===== src/rtl/mem_port_arbiter_pkg.sv =====
// ---------------------------------------------------------------------------
// mem_port_arbiter_pkg
//   Types and defaults shared by the memory port arbiter and the processor
//   datapath that sits in front of it.
//
//   Contents:
//     DEFAULT_DATA_W    - memory word width used by the processor datapath
//     DEFAULT_ADDR_W    - memory word address width (depth = 2**ADDR_W)
//     DEFAULT_MAX_BURST - longest run of locked grants one requester may take
//     NUM_REQ           - number of requesters on the shared port
//     arb_state_t       - arbiter FSM state (IDLE = no burst owner)
//     owner_of()        - helper returning the owning requester of a state
// ---------------------------------------------------------------------------
package mem_port_arbiter_pkg;

  localparam int DEFAULT_DATA_W    = 16;
  localparam int DEFAULT_ADDR_W    = 3;
  localparam int DEFAULT_MAX_BURST = 4;
  localparam int NUM_REQ           = 2;

  typedef enum logic [1:0] {
    IDLE = 2'd0,
    OWN0 = 2'd1,
    OWN1 = 2'd2
  } arb_state_t;

  // Index of the burst owner for an OWNn state; IDLE reports requester 0,
  // callers must qualify the result with "state != IDLE".
  function automatic logic owner_of(input arb_state_t s);
    return (s == OWN1);
  endfunction

endpackage


===== src/rtl/mem_port_arbiter_rr_pick2.sv =====
// ---------------------------------------------------------------------------
// rr_pick2
//   Two-way round-robin select. A lone request is granted directly; when both
//   requesters ask, the one that was NOT granted last wins.
//
//   Ports:
//     req      [1:0] in   - request vector, bit n = requester n
//     last_gnt       in   - index of the requester granted most recently
//     gnt      [1:0] out  - one-hot grant, or zero when nobody requests
// ---------------------------------------------------------------------------
module rr_pick2
  import mem_port_arbiter_pkg::*;
(
  input  logic [NUM_REQ-1:0] req,
  input  logic               last_gnt,
  output logic [NUM_REQ-1:0] gnt
);

  always_comb begin
    gnt = '0;
    if (req == 2'b11) begin
      gnt = last_gnt ? 2'b01 : 2'b10;
    end else begin
      gnt = req;
    end
  end

endmodule


===== src/rtl/mem_port_arbiter.sv =====
// ---------------------------------------------------------------------------
// mem_port_arbiter
//   Shares one single-port synchronous memory between a processor
//   (requester 0) and a loader/debug port (requester 1). Grants are
//   combinational from the requests and the registered arbiter state, so a
//   request is accepted and issued to the memory in the same cycle. A winner
//   holding lock keeps absolute priority for up to MAX_BURST consecutive
//   grants; after that, or when it releases lock/req, round-robin resumes.
//   Read data returns one cycle after the grant, tagged by rvalid_o.
//
//   Ports:
//     clk, rst_n            in   - clock, asynchronous active-low reset
//     req_i/lock_i/we_i [1:0] in - per-requester request, burst lock, write
//     addr_i  [2*ADDR_W]    in   - per-requester word address (req n at n*ADDR_W)
//     wdata_i [2*DATA_W]    in   - per-requester write data   (req n at n*DATA_W)
//     gnt_o   [1:0]         out  - one-hot or zero, access accepted this cycle
//     rvalid_o[1:0]         out  - read data valid for the named requester
//     rdata_o [DATA_W]      out  - shared read data, zero when rvalid_o == 0
//     mem_en_o/mem_we_o     out  - memory command strobe / write enable
//     mem_addr_o/mem_wdata_o out - memory address / write data
//     mem_rdata_i           in   - memory read data, one cycle after the read
// ---------------------------------------------------------------------------
module mem_port_arbiter
  import mem_port_arbiter_pkg::*;
#(
  parameter int DATA_W    = DEFAULT_DATA_W,
  parameter int ADDR_W    = DEFAULT_ADDR_W,
  parameter int MAX_BURST = DEFAULT_MAX_BURST
) (
  input  logic                        clk,
  input  logic                        rst_n,
  input  logic [NUM_REQ-1:0]          req_i,
  input  logic [NUM_REQ-1:0]          lock_i,
  input  logic [NUM_REQ-1:0]          we_i,
  input  logic [NUM_REQ*ADDR_W-1:0]   addr_i,
  input  logic [NUM_REQ*DATA_W-1:0]   wdata_i,
  output logic [NUM_REQ-1:0]          gnt_o,
  output logic [NUM_REQ-1:0]          rvalid_o,
  output logic [DATA_W-1:0]           rdata_o,
  output logic                        mem_en_o,
  output logic                        mem_we_o,
  output logic [ADDR_W-1:0]           mem_addr_o,
  output logic [DATA_W-1:0]           mem_wdata_o,
  input  logic [DATA_W-1:0]           mem_rdata_i
);

  // Counter must be able to hold MAX_BURST itself.
  localparam int CNT_W = $clog2(MAX_BURST + 1);
  localparam logic [CNT_W-1:0] MAX_CNT = CNT_W'(MAX_BURST);
  localparam logic [CNT_W-1:0] ONE_CNT = CNT_W'(1);

  // -------------------------------------------------------------------------
  // State
  // -------------------------------------------------------------------------
  arb_state_t         state_reg, state_next;
  logic [CNT_W-1:0]   burst_cnt_reg, burst_cnt_next;
  logic               last_gnt_reg, last_gnt_next;
  logic [NUM_REQ-1:0] rvalid_reg, rvalid_next;

  // -------------------------------------------------------------------------
  // Per-requester views of the packed command buses
  // -------------------------------------------------------------------------
  logic [ADDR_W-1:0] addr_arr  [NUM_REQ];
  logic [DATA_W-1:0] wdata_arr [NUM_REQ];
  logic [ADDR_W-1:0] addr_term [NUM_REQ];
  logic [DATA_W-1:0] wdata_term[NUM_REQ];
  logic [NUM_REQ-1:0] we_term;

  // -------------------------------------------------------------------------
  // Arbitration
  // -------------------------------------------------------------------------
  logic               own_valid;
  logic               own_idx;
  logic               hold;
  logic               rr_last;
  logic [NUM_REQ-1:0] rr_gnt;
  logic [NUM_REQ-1:0] gnt_raw;
  logic               win_idx;

  assign own_valid = (state_reg != IDLE);
  assign own_idx   = owner_of(state_reg);

  // The owner keeps the port only while it still asks, still locks, and has
  // burst budget left; otherwise this very cycle falls back to round-robin.
  assign hold = own_valid && req_i[own_idx] && lock_i[own_idx]
                && (burst_cnt_reg < MAX_CNT);

  // Leaving a burst behaves like IDLE with the owner as last winner, so the
  // other side is guaranteed the next tie.
  assign rr_last = own_valid ? own_idx : last_gnt_reg;

  rr_pick2 u_rr_pick2 (
    .req      (req_i),
    .last_gnt (rr_last),
    .gnt      (rr_gnt)
  );

  always_comb begin
    gnt_raw = rr_gnt;
    if (hold) begin
      gnt_raw = own_idx ? 2'b10 : 2'b01;
    end
  end

  // No grant may escape while reset is held, even though requests are live.
  assign gnt_o   = rst_n ? gnt_raw : '0;
  assign win_idx = gnt_o[1];

  // -------------------------------------------------------------------------
  // Next-state logic
  // -------------------------------------------------------------------------
  always_comb begin
    state_next     = state_reg;
    burst_cnt_next = burst_cnt_reg;
    last_gnt_next  = last_gnt_reg;

    if (hold) begin
      burst_cnt_next = burst_cnt_reg + ONE_CNT;
      last_gnt_next  = own_idx;
    end else if (|gnt_o) begin
      last_gnt_next = win_idx;
      if (lock_i[win_idx]) begin
        // The grant that opens a burst is itself the first one counted.
        state_next     = win_idx ? OWN1 : OWN0;
        burst_cnt_next = ONE_CNT;
      end else begin
        state_next     = IDLE;
        burst_cnt_next = '0;
      end
    end else begin
      state_next     = IDLE;
      burst_cnt_next = '0;
    end
  end

  // Reads return a cycle later; writes never produce a response.
  assign rvalid_next = gnt_o & ~we_i;

  always_ff @(posedge clk or negedge rst_n) begin
    if (!rst_n) begin
      state_reg     <= IDLE;
      burst_cnt_reg <= '0;
      last_gnt_reg  <= 1'b0;
      rvalid_reg    <= '0;
    end else begin
      state_reg     <= state_next;
      burst_cnt_reg <= burst_cnt_next;
      last_gnt_reg  <= last_gnt_next;
      rvalid_reg    <= rvalid_next;
    end
  end

  // -------------------------------------------------------------------------
  // Memory command mux (AND-OR, idle bus is all zero)
  // -------------------------------------------------------------------------
  genvar gi;
  generate
    for (gi = 0; gi < NUM_REQ; gi++) begin : g_req
      assign addr_arr[gi]   = addr_i[gi*ADDR_W +: ADDR_W];
      assign wdata_arr[gi]  = wdata_i[gi*DATA_W +: DATA_W];
      assign addr_term[gi]  = gnt_o[gi] ? addr_arr[gi]  : '0;
      assign wdata_term[gi] = gnt_o[gi] ? wdata_arr[gi] : '0;
      assign we_term[gi]    = gnt_o[gi] & we_i[gi];
    end
  endgenerate

  assign mem_en_o    = |gnt_o;
  assign mem_we_o    = |we_term;
  assign mem_addr_o  = addr_term[0]  | addr_term[1];
  assign mem_wdata_o = wdata_term[0] | wdata_term[1];

  // -------------------------------------------------------------------------
  // Read response
  // -------------------------------------------------------------------------
  assign rvalid_o = rvalid_reg;
  assign rdata_o  = (|rvalid_reg) ? mem_rdata_i : '0;

endmodule


===== config.mk =====
export PLATFORM = sky130hd
export DESIGN_NAME = mem_port_arbiter
export DESIGN_NICKNAME = d
export VERILOG_FILES = /design/src/rtl/mem_port_arbiter_pkg.sv /design/src/rtl/mem_port_arbiter_rr_pick2.sv /design/src/rtl/mem_port_arbiter.sv
export SDC_FILE = /design/constraint.sdc
export NUM_CORES = 1
export LEC_CHECK = 0
export ABC_AREA = 0
export BUFFER_PORTS_ARGS = -buffer_cell sky130_fd_sc_hd__buf_2
export CAP_MARGIN = 20
export CELL_PAD_IN_SITES_DETAIL_PLACEMENT = 1
export CELL_PAD_IN_SITES_GLOBAL_PLACEMENT = 1
export CORE_AREA = 2 2 70 72
export CTS_BUF_LIST = sky130_fd_sc_hd__clkbuf_8
export CTS_CLUSTER_DIAMETER = 40
export DETAILED_ROUTE_END_ITERATION = 8
export DIE_AREA = 0 0 72 74
export PLACE_DENSITY_LB_ADDON = 0.1
export SETUP_SLACK_MARGIN = 0.2
export SYNTH_ARGS = -nofsm -noshare
export SYNTH_HDL_FRONTEND = slang
export SYNTH_HIERARCHICAL = 1
export SYNTH_SLANG_ARGS = --single-unit

===== constraint.sdc =====
create_clock -name clk -period 1.8 [get_ports clk]
set_input_delay 0.18 -clock clk [delete_from_list [all_inputs] [get_ports clk]]
set_output_delay 0.18 -clock clk [all_outputs]
set_load 0.01 [all_outputs]

# Yosys cells after proc, flatten, opt, wreduce, memory -nomap -nowiden
# Cells that the tools add are included.
word_totals:
  regBits: 8
op_classes:
  n_addsub: 1
  magnitude_cmp: 3
  n_eq_ne: 2
  muxes: 25
  n_bitwise: 6
  reduce_logical: 8
op_table:
  columns: ["cell", "n"]
  rows:
  - ["16-bit two-way mux", 3]
  - ["2-bit two-way mux", 8]
  - ["16-bit bitwise OR", 1]
  - ["3-bit two-way mux", 4]
  - ["1-bit two-way mux", 10]
  - ["2-bit OR reduction", 3]
  - ["2-bit == test, second input constant", 2]
  - ["1-bit by 2-bit less-than comparator with 1-bit output, second input constant", 2]
  - ["2-bit nonzero test", 2]
  - ["3-bit by 1-bit adder with 3-bit output, second input constant", 1]
  - ["1-bit logical AND", 3]
  - ["3-bit less-than comparator, second input constant", 1]
  - ["3-bit bitwise OR", 1]
  - ["1-bit bitwise AND", 2]
  - ["2-bit bitwise AND", 1]
  - ["2-bit inverter", 1]

# Longest topological paths before layout
depth:
  word_depth: 13
  mapped_depth: 8

# Hierarchy
# The synthesis kept the hierarchy.
modules_own_cells:
  columns: ["module", "instances", "cells_each", "area_each_um2", "seq_area_each_um2"]
  rows:
  - ["mem_port_arbiter", 1, 84, 782.0, 200.2]
  - ["rr_pick2", 1, 3, 18.8, 0.0]

# Least setup slack after synthesis
# No wires, ideal clock.
synth_path:
  kind: "register to output"
  start: "register state_reg[1]"
  end: "output port mem_wdata_o[10]"
  t_arrival_ns: 1.602
  path_slack_ns: 0.018
  path_stages_with_launch: 8
  n_path_buf: 1
  cell_sequence: "dfrtp_1 nor2_1 nor2_1 a21boi_0 nor2b_1 o21a_4 buf_6 a22o_1"
synth_between:
  elab_cells_between_ends: 18
synth_rtl:
  columns: ["item", "line_no", "rtl"]
  rows:
  - ["start: declaration", "mem_port_arbiter.sv:55", "arb_state_t state_reg, state_next;"]
  - ["start signal: assignment", "mem_port_arbiter.sv:146", "state_reg <= state_next;"]
  - ["2-bit == test or 2-bit nonzero test (tied branches)", "mem_port_arbiter_pkg.sv:30, mem_port_arbiter.sv:80", null]
  - ["1-bit two-way mux (*)", "mem_port_arbiter.sv:90", "assign rr_last = own_valid ? own_idx : last_gnt_reg;"]
  - ["via rr_last", "mem_port_arbiter.sv:75", "logic rr_last;"]
  - ["2-bit two-way mux (*)", "mem_port_arbiter_rr_pick2.sv:22", "gnt = last_gnt ? 2'b01 : 2'b10;"]
  - ["2-bit two-way mux (*)", "mem_port_arbiter_rr_pick2.sv:21", "if (req == 2'b11) begin"]
  - ["via rr_gnt[1]", "mem_port_arbiter.sv:76", "logic [NUM_REQ-1:0] rr_gnt;"]
  - ["2-bit two-way mux (*)", "mem_port_arbiter.sv:100", "if (hold) begin"]
  - ["2-bit two-way mux (*)", "mem_port_arbiter.sv:106", "assign gnt_o = rst_n ? gnt_raw : '0;"]
  - ["via gnt_o[1]", "mem_port_arbiter.sv:37", "output logic [NUM_REQ-1:0] gnt_o,"]
  - ["16-bit two-way mux (*)", "mem_port_arbiter.sv:162", "assign wdata_term[gi] = gnt_o[gi] ? wdata_arr[gi] : '0;"]
  - ["16-bit bitwise OR (*)", "mem_port_arbiter.sv:170", "assign mem_wdata_o = wdata_term[0] | wdata_term[1];"]
  - ["end: declaration", "mem_port_arbiter.sv:43", "output logic [DATA_W-1:0] mem_wdata_o,"]
# The timed path passes the listed nets; every way through them passes the cells marked *. The select of a mux whose other input is x is not followed.

# Final worst setup path
layout_path:
  start: "register state_reg[0]"
  end: "output port mem_we_o"
layout_between:
  elab_cells_between_ends: 18
layout_rtl:
  columns: ["item", "line_no", "rtl"]
  rows:
  - ["2-bit == test or 2-bit nonzero test (tied branches)", "mem_port_arbiter_pkg.sv:30, mem_port_arbiter.sv:80", null]
  - ["1-bit two-way mux (*)", "mem_port_arbiter.sv:90", null]
  - ["via rr_last", "mem_port_arbiter.sv:75", null]
  - ["2-bit two-way mux (*)", "mem_port_arbiter_rr_pick2.sv:22", null]
  - ["2-bit two-way mux (*)", "mem_port_arbiter_rr_pick2.sv:21", null]
  - ["via rr_gnt[0]", "mem_port_arbiter.sv:76", null]
  - ["2-bit two-way mux (*)", "mem_port_arbiter.sv:100", null]
  - ["2-bit two-way mux (*)", "mem_port_arbiter.sv:106", null]
  - ["1-bit bitwise AND (*)", "mem_port_arbiter.sv:163", "assign we_term[gi] = gnt_o[gi] & we_i[gi];"]
  - ["2-bit OR reduction (*)", "mem_port_arbiter.sv:168", "assign mem_we_o = |we_term;"]
  - ["end: declaration", "mem_port_arbiter.sv:41", "output logic mem_we_o,"]
# Marked as above.

==> metrics.md <==
| Metric | Value |
|---|---|
| Number of nets in the layout | 282 |
| Overflow left after global routing | 0 |
| Initial Utilization | between 10% and 20% |
| Num CTS Buffers | 3 |
| Total GRT Usage | between 10% and 20% |
| Global-route wire length before repair | 5.98 mm |
| GP Congestion | between 0.7 and 0.8 |
| Share of final-layout standard cells stronger than drive strength 1 | 71.0% |
| Wire length per cell | approximately 16 um |
| Power Dens Cells | 485 nW/um2 |
| Number of antenna cells inserted | 0 |
| Violations in the final reports | negative setup slack |
| Final hold violations | 0 |
| Post-route setup TNS | -5.24 ns |
| Count of max-cap constraint violations | 0 |
| Post-synthesis instance total | between 80 and 90 |
| Area fraction in compound gates after synthesis | 35.2% |
| Final Cycle Share | 115% |
| Path type of the worst setup path | reg2out |
| Die Footprint | ~5300 um2 |
| CTS Root Cell | clkbuf_8 |
| Count of standard-cell rows | 25 |
| Net count after synthesis | 150 |
| Synth unique cells | 32 |
| Area growth syn-to-layout | 125% |
| Status | finished with violations |
| Number of flip-flops in the largest register | 3 |
| Area used by multi-input combinational logic | between 600 and 700 um2 |
| Slowest cell on the critical path | dfrtp_1 |
| Vias in the first global route | approximately 1300 |
| Number of sinks handled by clock tree synthesis | 8 |
| Arrival @ worst endpoint | between 1.5 and 2 ns |
| # setup viols final | 25 |
| Final clock skew | ~0.0033 ns |
| XOR/XNOR Fraction of Synth Area | 0% |
| R2R Setup Slk | -0.06 ns |
| Post-Synth Simple-Gate Area | 30.3% |
| Routed metal-1 wirelength | 1.46 mm |
| Cell with the most instances after synthesis | a22o_1 |
| RSZ-0062 raised after global routing | yes |
| Slew at the pin closest to its max-slew limit | around 0.40 ns |
| Static power due to leakage | roughly 0.001 uW |
| Largest driver fanout on the critical path | 11 |
| IR Drop Worst-Case VDD | around 0.18 mV |
| Buffer depth of the longest clock path | 2 |
| Worst EP required | approximately 1.6 ns |
| CTS tree | done |
| Max frequency | roughly 480 MHz |
| Storage cell area | around 200 um2 |
| Top cells by area in the synthesized netlist | dfrtp_1 25%, a22o_1 22%, nor2b_1 15% |
| Die span in x | just over 70 um |
| Mux contribution to synthesized area | about 2.7% |
| Fin. max-slew vios | 0 |
| Critical path's largest stage delay | 0.40 ns |
| Count of nets left with antenna violations after detail routing | 0 |
| Syn_area_per_cell | between 9 and 10 um2 |
| Total of flip-flops plus latches after synthesis | 8 |
| Number of violations reported at the end of detailed-routing iteration 0 | 29 |
| I/O pin total | ~100 |
| Number of iterations in the first detailed-routing pass | 4 |
| Largest family of logic cells by synthesized area | compound AO/OA/AOI/OAI gates |
| Top sig layer | met4 |
| Clock transition at path regs | roughly 0.04 ns |
| Number of H-tree levels | 1 |
| Portion of the post-synthesis area used by sequential elements | between 20 and 30% |
| WHS | 0.124 ns |
| Area of the mapped netlist | around 800 um2 |
| Filler cell count in the final layout | about 560 |
| Detailed-route via count | ~1300 |
| Die height | about 74 um |
| Max-slew headroom at the worst pin | approximately 73% |
| DRC viols | 0 |
| Vias/cell | between 4 and 5 |
| Shortest clock period the worst path allows after layout | slightly above 2 ns |
| WL final | around 4.3 mm |
| Placeable core region | 4600 um2 |
| Largest area contributor in the synthesized netlist | dfrtp_1 |
| Worst min-delay path category | in2reg |
| Antenna violations before repair | 0 |
| Routed length on met3 | roughly 300 um |
| Detailed placer's ending HPWL | roughly 2.8 mm |
| Synth warn | 6 |
| Post-synthesis share of cell area spent on full adders, half adders and majority gates | approximately 1.6% |
| Pin count of the biggest net entering global routing | 17 |
| Post-synth top flop | dfrtp_1 |
| Yosys top cell area share | roughly 25% |
| Met2 Routed Length | 2.44 mm |
| Setup slack after placement | about 0.028 ns |
| Startpoint Class | flop |
| Critical Path Sink Type | output pin |
| Number of synthesized flops with an enable pin | 0 |
| Synth top cells by count | 20 x a22o_1, 19 x nor2b_1, 8 x dfrtp_1, 6 x nand2_1, 4 x nor2_1 |
| Count of input and output buffers | roughly 100 |
| Ordered cell list for the critical path | nor2_2 -> inv_1 -> a21boi_2 -> nand2_2 -> o21ai_4 -> buf_4 -> buf_12 -> a22o_1 -> buf_6 |
| Insertion delay to the later sink of the worst-skew pair | around 0.23 ns |
| PnR worst setup slack | -0.274 ns |
| Async set-reset flop share out of synthesis | 100% |
-- logic make-up (layout without fill, tap and decap cells) --
kind of cell / Yosys count / count (layout)
muxes: 2 / 2
and+or+nand+nor: 39 / 39
adders and majority gates: 1 / 1
AOI/OAI and AO/OA: 31 / 34
DFF: 8 / 8
buffers and inverters: 6 / 133
-- layout by cell type (no fill, tap or decap), types with 3 or more instances in the layout --
master,count
a21boi_2,3
a22o_1,20
nand2_2,3
nor2b_1,18
buf_2,99
clkbuf_8,3
o21a_4,4
buf_6,12
dfrtp_1,8
buf_4,14
nand2_1,3
-- critical path, delay by kind of cell, from the launching register on --
kind                   cells  cell delay [ns]
AO/OA/AOI/OAI              3             0.52
buffers and inverters      4             0.46
flip-flops                 1             0.40
AND/OR/NAND/NOR            2             0.27
-- final timing paths --
kind,cells past startpoint,start,end
max reg2reg,9,state_reg[0],last_gnt_reg
min reg2reg,1,burst_cnt_reg[0],burst_cnt_reg[0]
max in group asynchronous,2,rst_n,rvalid_o[1]
min,2,we_i[1],rvalid_o[1]
max,9,state_reg[0],mem_we_o
min in group asynchronous,2,rst_n,burst_cnt_reg[1]
-- what timing repair did --
action / CTS / global route
pin swaps: 11 / 18
buffers inserted: 12 / 5
endpoints found under the setup margin: 26 / 30
cloned: 3 / 2
resized for setup: 21 / 14
hold buffers: 1 / 0
endpoints found under the hold margin: 8 / 0
-- report_power, final --
group,switching (uW),internal (uW)
registers,6.71,191
logic,206,253
clock network,70.3,145
-- area by class of cell --
class	count	area share, %
Timing Repair Buffer	129	45.5
Multi-Input combinational cell	76	37.1
Sequential cell	8	11.1
Tap cell	54	3.76
Clock buffer	3	2.30
Inverter	1	0.209
-- through the flow --
stage | power (uW) | std cells | util, % | instance area, um2
after CTS | 832 | 264 | 36.2 | 1670
after floorplan | 372 | 87 | - | 807
after detailed placement | 540 | 245 | 30.6 | 1410
after global routing | 934 | 271 | 39.1 | 1800
after global placement | 533 | 245 | 30.6 | 1410
final | 871 | 271 | 39.1 | 1800
-- layer usage --
layer,GRT usage (%),vias up
met5,0,-
met4,4.82,0
met3,1.90,8
met2,30.6,77
met1,14.1,612
li1,-,594
No activity file was read; power rests on OpenSTA's default activity.
